File: src/rtl/mem_access_sequencer.sv
// MEM-stage sequencer: turns LOAD/STORE/LDI/STI control words into one or two
// handshaked data-cache transactions and stalls the pipeline until the final response.
module mem_access_sequencer #(
    parameter int unsigned ADDR_WIDTH = 16,
    parameter int unsigned DATA_WIDTH = 16,
    parameter int unsigned CNT_WIDTH  = 32
) (
    input  logic                  clk_i,
    input  logic                  rst_i,
    input  logic                  req_valid_i,
    input  logic                  mem_read_i,
    input  logic                  mem_write_i,
    input  logic                  indirect_enable_i,
    input  logic [1:0]            mem_byte_enable_i,
    input  logic [ADDR_WIDTH-1:0] req_addr_i,
    input  logic [DATA_WIDTH-1:0] req_wdata_i,
    input  logic                  dmem_resp_i,
    input  logic [DATA_WIDTH-1:0] dmem_rdata_i,
    output logic                  dmem_read_o,
    output logic                  dmem_write_o,
    output logic [1:0]            dmem_byte_enable_o,
    output logic [ADDR_WIDTH-1:0] dmem_address_o,
    output logic [DATA_WIDTH-1:0] dmem_wdata_o,
    output logic                  mem_stall_o,
    output logic                  mem_done_o,
    output logic [DATA_WIDTH-1:0] mem_rdata_o,
    output logic [CNT_WIDTH-1:0]  stall_count_o
);

    typedef enum logic [1:0] {StIdle, StFirst, StSecond, StDone} state_e;
    typedef enum logic [2:0] {KindNone, KindLoad, KindStore, KindLdi, KindSti} kind_e;

    state_e                state_q, state_d;
    kind_e                 kind_q, kind_d, kind_dec;
    logic [ADDR_WIDTH-1:0] addr_q, addr_d;
    logic [ADDR_WIDTH-1:0] ptr_q, ptr_d;
    logic [DATA_WIDTH-1:0] wdata_q, wdata_d;
    logic [DATA_WIDTH-1:0] rdata_q, rdata_d;
    logic [1:0]            be_q, be_d;
    logic [CNT_WIDTH-1:0]  cnt_q, cnt_d;

    always_comb begin
        kind_dec = KindNone;
        if (req_valid_i) begin
            if (indirect_enable_i) begin
                kind_dec = mem_read_i ? KindLdi : KindSti;
            end else if (mem_read_i) begin
                kind_dec = KindLoad;
            end else if (mem_write_i) begin
                kind_dec = KindStore;
            end
        end
    end

    always_comb begin
        state_d            = state_q;
        kind_d             = kind_q;
        addr_d             = addr_q;
        ptr_d              = ptr_q;
        wdata_d            = wdata_q;
        rdata_d            = rdata_q;
        be_d               = be_q;
        dmem_read_o        = 1'b0;
        dmem_write_o       = 1'b0;
        dmem_byte_enable_o = 2'b00;
        dmem_address_o     = '0;
        dmem_wdata_o       = '0;
        mem_stall_o        = 1'b0;
        mem_done_o         = 1'b0;

        case (state_q)
            StIdle: begin
                if (kind_dec != KindNone) begin
                    mem_stall_o = 1'b1;
                    state_d     = StFirst;
                    kind_d      = kind_dec;
                    addr_d      = req_addr_i;
                    wdata_d     = req_wdata_i;
                    be_d        = mem_byte_enable_i;
                end
            end
            StFirst: begin
                mem_stall_o    = 1'b1;
                dmem_address_o = addr_q;
                if (kind_q == KindStore) begin
                    dmem_write_o       = 1'b1;
                    dmem_byte_enable_o = be_q;
                    dmem_wdata_o       = wdata_q;
                end else begin
                    dmem_read_o = 1'b1;
                end
                if (dmem_resp_i) begin
                    case (kind_q)
                        KindLoad: begin
                            rdata_d = dmem_rdata_i;
                            state_d = StDone;
                        end
                        KindStore: state_d = StDone;
                        KindLdi, KindSti: begin
                            // Pointers are word aligned; the low bit of the fetched word is dropped.
                            ptr_d   = {dmem_rdata_i[ADDR_WIDTH-1:1], 1'b0};
                            state_d = StSecond;
                        end
                        default: state_d = StIdle;
                    endcase
                end
            end
            StSecond: begin
                mem_stall_o    = 1'b1;
                dmem_address_o = ptr_q;
                if (kind_q == KindSti) begin
                    dmem_write_o       = 1'b1;
                    dmem_byte_enable_o = 2'b11;
                    dmem_wdata_o       = wdata_q;
                end else begin
                    dmem_read_o = 1'b1;
                end
                if (dmem_resp_i) begin
                    if (kind_q == KindLdi) begin
                        rdata_d = dmem_rdata_i;
                    end
                    state_d = StDone;
                end
            end
            StDone: begin
                mem_done_o = 1'b1;
                state_d    = StIdle;
            end
            default: state_d = StIdle;
        endcase
    end

    always_comb begin
        cnt_d = cnt_q;
        if (mem_stall_o && (cnt_q != {CNT_WIDTH{1'b1}})) begin
            cnt_d = cnt_q + {{(CNT_WIDTH-1){1'b0}}, 1'b1};
        end
    end

    always_ff @(posedge clk_i or posedge rst_i) begin
        if (rst_i) begin
            state_q <= StIdle;
            kind_q  <= KindNone;
            addr_q  <= '0;
            ptr_q   <= '0;
            wdata_q <= '0;
            rdata_q <= '0;
            be_q    <= 2'b00;
            cnt_q   <= '0;
        end else begin
            state_q <= state_d;
            kind_q  <= kind_d;
            addr_q  <= addr_d;
            ptr_q   <= ptr_d;
            wdata_q <= wdata_d;
            rdata_q <= rdata_d;
            be_q    <= be_d;
            cnt_q   <= cnt_d;
        end
    end

    assign mem_rdata_o   = rdata_q;
    assign stall_count_o = cnt_q;

endmodule
File: config.mk
export PLATFORM = sky130hd
export DESIGN_NAME = mem_access_sequencer
export DESIGN_NICKNAME = d
export VERILOG_FILES = /design/src/rtl/mem_access_sequencer.sv
export SDC_FILE = /design/constraint.sdc
export NUM_CORES = 1
export LEC_CHECK = 0
export BUFFER_PORTS_ARGS = -buffer_cell sky130_fd_sc_hd__buf_2
export CORE_MARGIN = 2
export CORE_UTILIZATION = 48
export CTS_BUF_LIST = sky130_fd_sc_hd__clkbuf_2 sky130_fd_sc_hd__clkbuf_4 sky130_fd_sc_hd__clkbuf_8
export DETAILED_ROUTE_END_ITERATION = 7
export GPL_TIMING_DRIVEN = 0
export PLACE_DENSITY = 0.76
export SLEW_MARGIN = 15
export SYNTH_ARGS = -nofsm -noshare
export SYNTH_HDL_FRONTEND = slang
export SYNTH_SLANG_ARGS = --single-unit
File: constraint.sdc
create_clock -name clk_i -period 3.21 [get_ports clk_i]
set_clock_uncertainty 0.15 [all_clocks]
set_input_delay 0.321 -clock clk_i [delete_from_list [all_inputs] [get_ports clk_i]]
set_output_delay 0.321 -clock clk_i [all_outputs]
set_load 0.02 [all_outputs]
==> impl_metrics.csv <==
group,metric,value,unit
global_routing,gr-total-overflow,0,
critical_path,startpoint_type,"flop",
clock_network,htree_levels,3,
synthesis,ys.flop_type,"dfrtp_1",
place,hpwl,7713,um
synthesis,syn_nets,442,
final_layout,post-route-util,0.6076,
global_routing,antenna_found_initial,0,
global_routing,track_usage,0.2022,
critical_path,end_kind,"output port",
global_routing,grt_max_degree,54,
clock_network,clockBufferDepth,2,
synthesis,synth_top_area_frac,0.5371,
synthesis,seq_area_frac_synth,0.5371,
routing,via_count,3504,
clock_network,clk_pin_slew,0.09,ns
global_routing,grt_pass1_vias,3474,
synthesis,synth_area_leaders,"dfrtp_1, mux2_2, xnor2_1",
final_layout,final_cells,672,
floorplan,ios,143,
synthesis,synthCells,379,
routing,drtPass1Iterations,4,
clock_network,cts_sinks,102,
final_layout,antenna_cells,0,
clock_network,cts_tree,"done",
final_layout,final_common_cell,"buf_2",
timing,min_period_over_period,0.9391,
power_and_ir_drop,power_leakage,2.946,nW
routing,drt_iter0_markers,86,
timing,relSlewSlack,0.5522,
clock_network,cts_inserted_buffers,9,
floorplan,start_util,0.4907,
power_and_ir_drop,power_density,876.3,nW/um^2
routing,drc_errors,0,
critical_path,crit_required,2.74,ns
timing,tightest_slew,0.6681,ns
synthesis,yosysWarnings,0,
synthesis,synth_area_leader_cell,"dfrtp_1",
power_and_ir_drop,ir_drop,0.5194,mV
flow_run,max_cap_violations,0,
timing,setup_viol,0,
synthesis,ys_types,42,
critical_path,cp.arrival,2.54,ns
synthesis,synthesis.area,4752,um^2
routing,ant_nets,0,
synthesis,synth_seq_cells,102,
routing,wire_per_inst,15.67,um
final_layout,drive_above_1_share,0.4657,
timing,holdWs,0.03926,ns
critical_path,crit_fanout,10,
timing,fmax,331.7,MHz
floorplan,coreArea,9684,um^2
synthesis,syn_avg_cell_area,12.54,um^2
clock_network,cts_root_buf,"clkbuf_8",
critical_path,crit_type,"reg -> out",
synthesis,synthArstFlopShare,1.000,
place,portBuffers,142,
floorplan,die_area,10710,um^2
timing,hold_viol,0,
floorplan,num_rows,36,
synthesis,synth_edf_count,0,
place,gp_congestion,0.8084,
final_layout,syn_to_final_growth,23.83,%
place,placed_cells,655,
timing,period_needed,3.014,ns
final_layout,final_cell_mix,"buf_2, dfrtp_1, mux2_2, nand2_1, xnor2_1",
final_layout,fin_nets,597,
routing,via_per_inst,5.214,
routing,drt_wl_total,10530,um
timing,rsz0062_at_grt,"true",
worst_hold_path,hp-class,"in -> reg",
floorplan,chipWidth,103.5,um
outcome,status,"completed",
global_routing,grt_pass1_wl,17550,um
clock_network,insertion_delay,0.36,ns
timing,slew_violations,0,
floorplan,die-height,103.5,um
==> metal layers <==
| metal | part of all wire | wire, um | up-vias | global-route usage |
|---|---|---|---|---|
| met5 | 0 | 0 | - | 0 |
| met4 | 0.015 | 153 | 0 | 0.05985 |
| met3 | 0.055 | 584 | 15 | 0.04720 |
| met2 | 0.48 | 5101 | 108 | 0.3288 |
| met1 | 0.45 | 4693 | 1740 | 0.2725 |
| li1 | - | - | 1641 | - |
==> cells in the mapped netlist, types with 2 or more instances <==
library cell,count
o21a_1,2
and3_1,9
a21oi_1,6
nor3b_1,2
nor2_1,15
and4_1,6
nor3_2,2
ha_1,6
xor2_1,11
nor3_1,2
xnor2_1,22
nand3_1,13
inv_1,9
and2_1,18
nor2b_1,2
o21ai_0,3
clkbuf_1,5
nand2_1,22
nand4_1,13
a22o_1,15
buf_2,8
a31oi_1,2
mux2_2,66
dfrtp_1,102
==> final cells by class <==
| cell class | instances | area, um^2 |
|---|---|---|
| buffer | 15 | 80.08 |
| clock buffer | 10 | 137.6 |
| clock inverter | 6 | 61.31 |
| fill | 810 | 3800 |
| inverter | 10 | 45.04 |
| multi-input combinational | 252 | 2093 |
| sequential | 102 | 2552 |
| tap | 133 | 166.4 |
| timing repair buffer | 144 | 748.2 |
==> power breakdown <==
group | leakage [nW] | switching, mW | internal (mW)
combinational | 1.57 | 1.29 | 1.02
sequential | 1.28 | 0.271 | 1.77
clock | 0.102 | 0.431 | 0.379
==> cell families (layout without fill, tap and decap cells) <==
logic type                 count (synthesis)  after routing  synth area share
buffers and inverters                     25            185           0.02475
DFF                                      102            102            0.5371
xor gates and xnor gates                  33             33           0.06082
and+or+nand+nor                          109            109            0.1314
muxes                                     68             68            0.1609
adders and majority gates                  6              6           0.01580
AOI/OAI and AO/OA                         36             36           0.06925
==> what timing repair did <==
item | 4_1_cts | 5_1_grt
setup buffers | 0 | 0
endpoints found under the hold margin | 49 | 0
resized for setup | 1 | 5
hold buffers | 1 | 0
setup endpoints to repair | 19 | 21
==> critical path, stage by stage, from the launching register on <==
cell and delay, ns:
dfrtp_1 0.42, inv_1 0.14, ha_1 0.32, nor2b_1 0.23, a21oi_1 0.14, nor3_4 0.37, buf_2 0.28, and2_1 0.14
buf_2 0.16
==> registers in the layout, indices dropped and copies added, names as in the netlist, named ones only <==
| name | count |
|---|---|
| ptr_q | 15 |
| state_q | 1 |
| addr_q | 16 |
| mem_rdata_o | 16 |
| be_q | 2 |
| kind_q | 3 |
| wdata_q | 16 |
| stall_count_o | 32 |
==> worst paths after layout <==
| path | start | endpoint | slack, ns | cells past startpoint |
|---|---|---|---|---|
| setup reg to reg | flop | mem_rdata_o[6] | 0.60 | 7 |
| min in group asynchronous | rst_i | stall_count_o[28] | 0.39 | 3 |
| hold / removal | req_wdata_i[7] | wdata_q[7] | 0.04 | 2 |
| setup / recovery | flop | dmem_wdata_o[3] | 0.20 | 8 |
| hold reg to reg | stall_count_o[19] | stall_count_o[19] | 0.35 | 1 |
| max in group asynchronous | rst_i | mem_rdata_o[6] | 1.91 | 4 |
==> per-stage QoR <==
stage / total power, mW / setup TNS [ns] / setup WS (ns) / area [um^2]
CTS: 5.185 / 0 / 0.03146 / 5876
finish: 5.156 / 0 / 0.1955 / 5884
global route: 5.483 / -0.1115 / -0.03335 / 5884
global placement: 4.271 / -109.63 / -1.080 / 5629
floorplan: 3.676 / 0 / 0.06352 / 4752
detailed placement: 4.362 / 0 / 0.07680 / 5662
No activity file was read; power rests on OpenSTA's default activity.
